### config.mk
export PLATFORM = sky130hd
export DESIGN_NAME = seq_divider_8_by_4_flat
export DESIGN_NICKNAME = d
export VERILOG_FILES = /design/src/rtl/seq_divider_8_by_4_pkg.sv /design/src/rtl/seq_divider_8_by_4_if.sv /design/src/rtl/seq_divider_8_by_4_div_restore_step.sv /design/src/rtl/seq_divider_8_by_4.sv /design/src/flat_wrapper.sv
export SDC_FILE = /design/constraint.sdc
export NUM_CORES = 1
export LEC_CHECK = 0
export BUFFER_PORTS_ARGS = -buffer_cell sky130_fd_sc_hd__buf_4
export CORE_AREA = 5 5 100 55
export CTS_BUF_LIST = sky130_fd_sc_hd__clkbuf_2 sky130_fd_sc_hd__clkbuf_4 sky130_fd_sc_hd__clkbuf_8
export CTS_CLUSTER_DIAMETER = 200
export CTS_CLUSTER_SIZE = 40
export DETAILED_ROUTE_END_ITERATION = 16
export DIE_AREA = 0 0 105 60
export PLACE_DENSITY_LB_ADDON = 0.08
export REMOVE_ABC_BUFFERS = 1
export SETUP_SLACK_MARGIN = 0.1
export SYNTH_ARGS = -nofsm -noshare
export SYNTH_HDL_FRONTEND = slang
export SYNTH_SLANG_ARGS = --single-unit
### constraint.sdc
create_clock -name clk -period 3.3 [get_ports clk]
set_input_delay 0.495 -clock clk [delete_from_list [all_inputs] [get_ports clk]]
set_output_delay 0.495 -clock clk [all_outputs]
set_load 0.1 [all_outputs]
### src/rtl/seq_divider_8_by_4_pkg.sv
// Shared types and default widths for the sequential restoring divider.
package calc_div_pkg;

  localparam int DIVIDEND_W_DEF = 8;
  localparam int DIVISOR_W_DEF  = 4;

  typedef enum logic [1:0] {
    IDLE = 2'd0,
    RUN  = 2'd1,
    DONE = 2'd2
  } state_e;

  // Step counter must be able to count up to DIVIDEND_W.
  function automatic int cnt_width(input int dividend_w);
    return $clog2(dividend_w + 1);
  endfunction

endpackage

### src/rtl/seq_divider_8_by_4_if.sv
// start/busy/done handshake and operand/result bus between ALU control and divider.
interface seq_divider_8_by_4_if
  import calc_div_pkg::*;
#(
  parameter int DIVIDEND_W = DIVIDEND_W_DEF,
  parameter int DIVISOR_W  = DIVISOR_W_DEF
) ();

  logic                  start;
  logic [DIVIDEND_W-1:0] dividend;
  logic [DIVISOR_W-1:0]  divisor;
  logic                  busy;
  logic                  done;
  logic [DIVIDEND_W-1:0] quotient;
  logic [DIVISOR_W-1:0]  remainder;
  logic                  div_by_zero;

  modport master (
    output start, dividend, divisor,
    input  busy, done, quotient, remainder, div_by_zero
  );

  modport slave (
    input  start, dividend, divisor,
    output busy, done, quotient, remainder, div_by_zero
  );

endinterface

### src/rtl/seq_divider_8_by_4_div_restore_step.sv
// One combinational restoring-division step: shift in a dividend bit, subtract if it fits.
module div_restore_step #(
  parameter int W = 4
) (
  input  logic [W:0]   r_i,
  input  logic         bit_i,
  input  logic [W-1:0] v_i,
  output logic [W:0]   r_o,
  output logic         q_o
);

  localparam int RW = W + 1;

  // r_i[W] is always 0 because the partial remainder stays below V; keeping it
  // in the trial value costs nothing and keeps the comparison exact.
  logic [W+1:0] trial;

  assign trial = {r_i, bit_i};
  assign q_o   = (trial >= {2'b00, v_i});
  assign r_o   = q_o ? RW'(trial - {2'b00, v_i}) : RW'(trial);

endmodule

### src/rtl/seq_divider_8_by_4.sv
// Sequential restoring divider, one quotient bit per clock, start/busy/done handshake.
module seq_divider_8_by_4
  import calc_div_pkg::*;
#(
  parameter int DIVIDEND_W = DIVIDEND_W_DEF,
  parameter int DIVISOR_W  = DIVISOR_W_DEF
) (
  input  logic               clk,
  input  logic               rst,
  seq_divider_8_by_4_if.slave bus
);

  localparam int                CNT_W     = cnt_width(DIVIDEND_W);
  localparam logic [CNT_W-1:0]  LAST_STEP = CNT_W'(DIVIDEND_W - 1);

  state_e                state_q, state_d;
  logic [DIVIDEND_W-1:0] d_q, d_d;
  logic [DIVISOR_W-1:0]  v_q, v_d;
  logic [DIVISOR_W:0]    r_q, r_d;
  logic [CNT_W-1:0]      cnt_q, cnt_d;
  logic [DIVIDEND_W-1:0] quo_q, quo_d;
  logic [DIVISOR_W-1:0]  rem_q, rem_d;
  logic                  dbz_q, dbz_d;

  logic [DIVISOR_W:0]    step_r;
  logic                  step_q;

  div_restore_step #(
    .W (DIVISOR_W)
  ) u_step (
    .r_i   (r_q),
    .bit_i (d_q[DIVIDEND_W-1]),
    .v_i   (v_q),
    .r_o   (step_r),
    .q_o   (step_q)
  );

  always_comb begin
    // NOTE: every next-state signal gets a hold default first so no branch can infer a latch.
    state_d = state_q;
    d_d     = d_q;
    v_d     = v_q;
    r_d     = r_q;
    cnt_d   = cnt_q;
    quo_d   = quo_q;
    rem_d   = rem_q;
    dbz_d   = dbz_q;

    case (state_q)
      IDLE: begin
        if (bus.start) begin
          d_d   = bus.dividend;
          v_d   = bus.divisor;
          r_d   = '0;
          cnt_d = '0;
          if (bus.divisor == '0) begin
            state_d = DONE;
            quo_d   = '1;
            rem_d   = '0;
            dbz_d   = 1'b1;
          end else begin
            state_d = RUN;
          end
        end
      end

      RUN: begin
        d_d   = {d_q[DIVIDEND_W-2:0], step_q};
        r_d   = step_r;
        cnt_d = cnt_q + 1'b1;
        if (cnt_q == LAST_STEP) begin
          state_d = DONE;
          quo_d   = {d_q[DIVIDEND_W-2:0], step_q};
          rem_d   = step_r[DIVISOR_W-1:0];
          dbz_d   = 1'b0;
        end
      end

      DONE:    state_d = IDLE;
      default: state_d = IDLE;
    endcase
  end

  // NOTE: sequential state uses non-blocking assignments only; the async reset
  // clears every register, including the datapath, so an aborted run leaves nothing behind.
  always_ff @(posedge clk or posedge rst) begin
    if (rst) begin
      state_q <= IDLE;
      d_q     <= '0;
      v_q     <= '0;
      r_q     <= '0;
      cnt_q   <= '0;
      quo_q   <= '0;
      rem_q   <= '0;
      dbz_q   <= 1'b0;
    end else begin
      state_q <= state_d;
      d_q     <= d_d;
      v_q     <= v_d;
      r_q     <= r_d;
      cnt_q   <= cnt_d;
      quo_q   <= quo_d;
      rem_q   <= rem_d;
      dbz_q   <= dbz_d;
    end
  end

  assign bus.busy        = (state_q == RUN);
  assign bus.done        = (state_q == DONE);
  assign bus.quotient    = quo_q;
  assign bus.remainder   = rem_q;
  assign bus.div_by_zero = dbz_q;

endmodule
### src/flat_wrapper.sv
// flat-port wrapper written by rule: the top's interface ports become plain ports
module seq_divider_8_by_4_flat import calc_div_pkg::*;
#(
  parameter int DIVIDEND_W = DIVIDEND_W_DEF,
  parameter int DIVISOR_W  = DIVISOR_W_DEF
)
  (clk, rst, bus_start, bus_dividend, bus_divisor, bus_busy, bus_done, bus_quotient, bus_remainder, bus_div_by_zero);
  seq_divider_8_by_4_if #(.DIVIDEND_W(DIVIDEND_W), .DIVISOR_W(DIVISOR_W)) bus_i ();
  input  logic clk;
  input  logic rst;
  input wire logic [$bits(bus_i.start)-1:0] bus_start;
  input wire logic [$bits(bus_i.dividend)-1:0] bus_dividend;
  input wire logic [$bits(bus_i.divisor)-1:0] bus_divisor;
  output wire logic [$bits(bus_i.busy)-1:0] bus_busy;
  output wire logic [$bits(bus_i.done)-1:0] bus_done;
  output wire logic [$bits(bus_i.quotient)-1:0] bus_quotient;
  output wire logic [$bits(bus_i.remainder)-1:0] bus_remainder;
  output wire logic [$bits(bus_i.div_by_zero)-1:0] bus_div_by_zero;
  assign bus_i.start = bus_start;
  assign bus_i.dividend = bus_dividend;
  assign bus_i.divisor = bus_divisor;
  assign bus_busy = bus_i.busy;
  assign bus_done = bus_i.done;
  assign bus_quotient = bus_i.quotient;
  assign bus_remainder = bus_i.remainder;
  assign bus_div_by_zero = bus_i.div_by_zero;
  seq_divider_8_by_4 #(.DIVIDEND_W(DIVIDEND_W), .DIVISOR_W(DIVISOR_W)) u_core (.clk(clk), .rst(rst), .bus(bus_i));
endmodule
==> After elaboration in Yosys (flattened, before gate mapping) <==
Cells that the tools add are included.
{ "word_totals": {"reg_bits": 36, "latchBits": 0, "ramBits": 0, "mem_bits_ro": 0, "input_bits": 15, "output_inout_bits": 15, "elab_cells": 47, "n_memories": 0} }
{ "classes": {"add_sub_neg": 2, "n_mul": 0, "div_mod_pow": 0, "magnitude_cmp": 1, "n_eq_ne": 6, "shift": 0, "n_mux": 23, "bitwise": 0, "n_reduce_logical": 7} }
{ "ops": {"columns": ["operator", "count"], "rows": [
  ["8-bit two-way mux", 4],
  ["8-bit case mux with 2 select lines", 2],
  ["4-bit two-way mux", 4],
  ["4-bit case mux with 2 select lines", 2],
  ["5-bit two-way mux", 2],
  ["5-bit case mux with 2 select lines", 1],
  ["6-bit by 4-bit greater-or-equal comparator with 1-bit output", 1],
  ["2-bit two-way mux", 3],
  ["2-bit AND reduction", 3],
  ["5-bit by 4-bit subtractor with 5-bit output", 1],
  ["4-bit by 1-bit adder with 4-bit output, second input constant", 1],
  ["4-bit by 3-bit equality test with 1-bit output, second input constant", 1],
  ["4-bit zero test", 1],
  ["2-bit by 1-bit inequality test with 1-bit output, second input constant", 2],
  ["2-bit case mux with 2 select lines", 1],
  ["4-bit AND reduction", 1],
  ["1-bit two-way mux", 3],
  ["2-bit by 1-bit equality test with 1-bit output, second input constant", 1],
  ["2-bit equality test, second input constant", 1],
  ["2-bit zero test", 1],
  ["2-bit inequality test, second input constant", 1],
  ["1-bit case mux with 2 select lines", 1],
  ["2-bit nonzero test", 1]
]} }

==> Longest topological paths before layout <==
{ "logic_depth": {"word_depth": 4, "ltp_mapped": 7, "ltp_nobuf": 7} }

==> Hierarchy <==
From an unflattened synthesis, not the netlist that was laid out.
{ "hier_totals": {"hier_cells": 171, "area_unflattened_um2": 1816.7} }
{ "by_module_without_submodules": {"columns": ["mod", "instances", "cells_per_inst", "area_each_um2", "seq_area_each_um2"], "rows": [
  ["seq_divider_8_by_4", 1, 142, 1582.8, 900.9],
  ["div_restore_step", 1, 29, 234.0, 0.0]
]} }

==> Worst setup path after synthesis <==
No wires, ideal clock.
{ "synth_timing": {"kind": "register to output", "start": "register u_core.state_q[0]", "end": "output bus_done", "t_arrival_ns": 1.758, "required_time_ns": 2.805, "path_slack_ns": 1.047, "stages_incl_launch_ff": 2, "path_buffers": 0, "path_cell_list": "dfrtp_1 -> nor2b_1"} }
{ "synth_via": {"elab_chain_len": 1} }
{ "synth_lines": {"columns": ["element", "line", "source"], "rows": [
  ["start: declaration", "seq_divider_8_by_4.sv:16", "state_e state_q, state_d;"],
  ["start signal: assignment", "seq_divider_8_by_4.sv:97", "state_q <= state_d;"],
  ["2-bit equality test", "seq_divider_8_by_4.sv:109", "assign bus.done = (state_q == DONE);"],
  ["end: declaration", "flat_wrapper.sv:15", "output wire logic [$bits(bus_i.done)-1:0] bus_done;"]
]} }
Every way passes these cells.

==> Worst setup path after layout <==
{ "layout_timing": {"start": "register u_core.d_q[7]", "end": "register u_core.rem_q[1], in the netlist u_core.bus.remainder[1]"} }
{ "layout_via": {"elab_chain_len": 4, "word_cells_on_any_way": 5, "classes_between": "add/sub (1); order compare (1); mux (3)"} }
{ "layout_lines": {"columns": ["element", "line", "source"], "rows": [
  ["start: declaration", "seq_divider_8_by_4.sv:17", "logic [DIVIDEND_W-1:0] d_q, d_d;"],
  ["start signal: assignment", "seq_divider_8_by_4.sv:89", "d_q <= '0;"],
  ["start signal: assignment", "seq_divider_8_by_4.sv:98", "d_q <= d_d;"],
  ["5-bit by 4-bit subtractor with 5-bit output or 6-bit by 4-bit greater-or-equal comparator with 1-bit output (tied branches)", "seq_divider_8_by_4_div_restore_step.sv:20, seq_divider_8_by_4_div_restore_step.sv:19", null],
  ["5-bit two-way mux (*)", "seq_divider_8_by_4_div_restore_step.sv:20", "assign r_o = q_o ? RW'(trial - {2'b00, v_i}) : RW'(trial);"],
  ["4-bit two-way mux (*)", "seq_divider_8_by_4.sv:71", "if (cnt_q == LAST_STEP) begin"],
  ["4-bit case mux with 2 select lines (*)", "seq_divider_8_by_4.sv:49", "case (state_q)"],
  ["end signal: assignment", "seq_divider_8_by_4.sv:103", "rem_q <= rem_d;"],
  ["end: declaration", "seq_divider_8_by_4.sv:22", "logic [DIVISOR_W-1:0] rem_q, rem_d;"]
]} }
Mark *: on every way between the ends. The rest lies on a longest branch, timed or not. The select of a mux whose other input is x is not followed.
A chain may end at the register's enable or synchronous reset.

==> impl_metrics.csv <==
group,metric,value,unit
grt,grt_max_degree,26,
routing,vias,1479,
die,dieArea,6300,um^2
synthesis,synth_area_per_cell,9.83,um^2
finish,finalNetCount,230,
die,ios,30,
routing,first_iter_violations,48,
routing,wl_met3,238,um
routing,route.met2.wl,1880,um
synthesis,netlist_area,1760,um^2
sta,finalSetupViolCount,0,
worst_setup_path,r2r-start,"u_core.d_q[7]",
grt,grt_antenna_before_repair,0,
routing,via_per_inst,5.48,
worst_setup_path,path_buf_inv,1,
sta,worst_slew_pin_slew,0.741,ns
finish,areaGrowthSynthToFinish,20.4,%
sta,min_period_over_period,0.674,
worst_setup_path,crit_family,"compound AO/OA/AOI/OAI gates",
sta,fmax,449,MHz
finish,finalInstanceArea,2120,um^2
finish,nFillCells,460,
cts,cts_max_path_buffers,2,
synthesis,synthTopCellsByCount,"dfrtp_1 (36), nand2_1 (26), nor2_1 (17)",
die,start_util,0.379,
cts,cts.clk_slew.worst_paths,0.07,ns
synthesis,synth_area_leaders,"dfrtp_1 (51%), nand2_1 (5.5%), nor2_1 (3.6%)",
placed_design,place_area,2030,um^2
cts,post_cts_buffers,0,
synthesis,synth_cells,179,
synthesis,synth_top_cell_area_share,0.512,
cts,cts_buffers,5,
routing,dr.max_layer_used,"met4",
worst_setup_path,setup.worst_path.class,"reg2reg",
run,maxCapViolations,0,
sta,finalHoldViolCount,0,
grt,grt_pass1_wl,8010,um
finish,fin_util,0.457,
finish,n_antenna_cell,0,
cts,clk_latency,0.29,ns
die,fp.dieH,60,um
cts,hold_buffers,0,
sta,report.final.slew_viol_count,0,
die,num_rows,18,
cts,ctsResizeCount,0,
finish,drive_gt1_frac,0.229,
routing,drc,0,
worst_setup_path,worst-path-stages,7,
grt,globalRouteOverflowTotal,0,
worst_setup_path,crit_start,"u_core.d_q[7]",
routing,met1_length,2410,um
die,dieWidth,105,um
routing,final_antenna_net_count,0,
worst_setup_path,startpoint_type,"register",
synthesis,yosys_warnings,0,
sta,skew,0.00455,ns
routing,routedWlPerCell,16.9,um
hold_path,min_path_type,"in2async",
sta,final.setup.tns,0,ns
cts,root_buffer,"clkbuf_8",
run_status,status,"finished, final reports clean",
synthesis,yosys_register_bits,36,
worst_setup_path,rr_endpoint,"u_core.bus.remainder[1]",
worst_setup_path,max_stage_delay,0.40,ns
worst_setup_path,cp-endpoint,"u_core.bus.remainder[1]",
die,core_area,4640,um^2
sta,rsz0062_at_grt,"no",
sta,min_period,2.23,ns
cts,cts_tree,"yes",
placed_design,io_buffers,29,
placed_design,place_congestion,0.922,
synthesis,synth_edf_count,0,
worst_setup_path,critPathMaxFanout,8,
worst_setup_path,critPathSlowestCell,"fa_1",
cts,htree_levels,2,
synthesis,yosysTopAreaCell,"dfrtp_1",
grt,grt_pass1_vias,1539,
routing,wirelength,4580,um
worst_setup_path,cp.arrival,2.40,ns
grt,grt_usage,0.164,
sta,slew_headroom,0.506,
routing,first_pass_iters,4,
synthesis,synth.most_common_cell,"dfrtp_1",
worst_setup_path,cp.required,3.47,ns
worst_setup_path,r2r_slack,1.07,ns
worst_setup_path,crit_chain,"inv_1 -> ha_1 -> fa_1 -> nand2b_1 -> a21oi_2 -> nor2_1 -> a311o_1",
finish,fin_cells,270,
placed_design,dp.cells,262,
worst_setup_path,endpoint_kind,"register",
synthesis,synth_top_flop_cell,"dfrtp_1",
placed_design,hpwl,3300,um
synthesis,yosysSeqAreaShare,0.512,
cts,cts_sinks,36,
worst_setup_path,r2r_cells,7,
synthesis,async_reset_ff_frac,1.00,
synthesis,synthDistinctLibCells,44,
[stage by stage]
stage	worst slack (ns)	hold slack [ns]
after floorplan	1.05	0.450
after global placement	1.16	0.477
after detailed placement	1.12	0.479
after CTS	1.08	0.355
after global routing	0.952	0.410
final	1.07	0.334
[layout make-up]
| type | instances | area, um^2 | area share |
|---|---|---|---|
| flip-flops and latches | 36 | 901 | 0.425 |
| repair buffers | 32 | 240 | 0.113 |
| clock inverters | 2 | 10.0 | 0.00472 |
| inverters | 11 | 41.3 | 0.0195 |
| multi-input cells | 123 | 769 | 0.363 |
| clock buffers | 6 | 82.6 | 0.0390 |
| well taps | 60 | 75.1 | 0.0354 |
[cells in the final DEF (no fill, tap or decap), types with 5 or more instances in the layout]
| cell | instances |
|---|---|
| inv_1 | 10 |
| clkbuf_8 | 6 |
| nand3_1 | 7 |
| a31oi_1 | 7 |
| a21oi_1 | 7 |
| ha_1 | 5 |
| nor2_1 | 17 |
| o21ai_0 | 11 |
| o22a_1 | 6 |
| buf_4 | 32 |
| nand2_1 | 26 |
| dfrtp_1 | 36 |
[metal layers]
layer | track usage | up-vias
li1 | - | 693
met1 | 0.241 | 737
met2 | 0.242 | 44
met3 | 0.0388 | 5
met4 | 0.0455 | 0
met5 | 0 | -
[how the worst min path moves through the flow]
stage,from,endpoint,slack [ns]
5_1_grt,rst,u_core.bus.quotient[6],0.41
4_1_cts,rst,u_core.d_q[7],0.35
2_1_floorplan,u_core.cnt_q[3],u_core.cnt_q[3],0.45
6_report,rst,u_core.d_q[4],0.33
3_3_place_gp,u_core.bus.quotient[3],u_core.bus.quotient[3],0.48
3_5_place_dp,u_core.v_q[0],u_core.v_q[0],0.48
[cells by family after synthesis]
| group | after synthesis | share of synthesized area |
|---|---|---|
| adders and majority gates | 6 | 0.0469 |
| DFF | 36 | 0.512 |
| and+or+nand+nor | 65 | 0.175 |
| AOI/OAI and AO/OA | 49 | 0.200 |
| muxes | 1 | 0.00569 |
| xor gates and xnor gates | 2 | 0.00995 |
| buffers and inverters | 20 | 0.0512 |
[registers in the layout, summed over array words and instances (netlist names)]
signal,flops
u_core.d_q,8
u_core.bus.div_by_zero,1
u_core.cnt_q,4
u_core.bus.remainder,4
u_core.v_q,4
u_core.bus.quotient,8
u_core.r_q,5
u_core.state_q,2
Power is not shown: default switching activity piles up to over one toggle a cycle in this logic, so the estimate is an artifact.
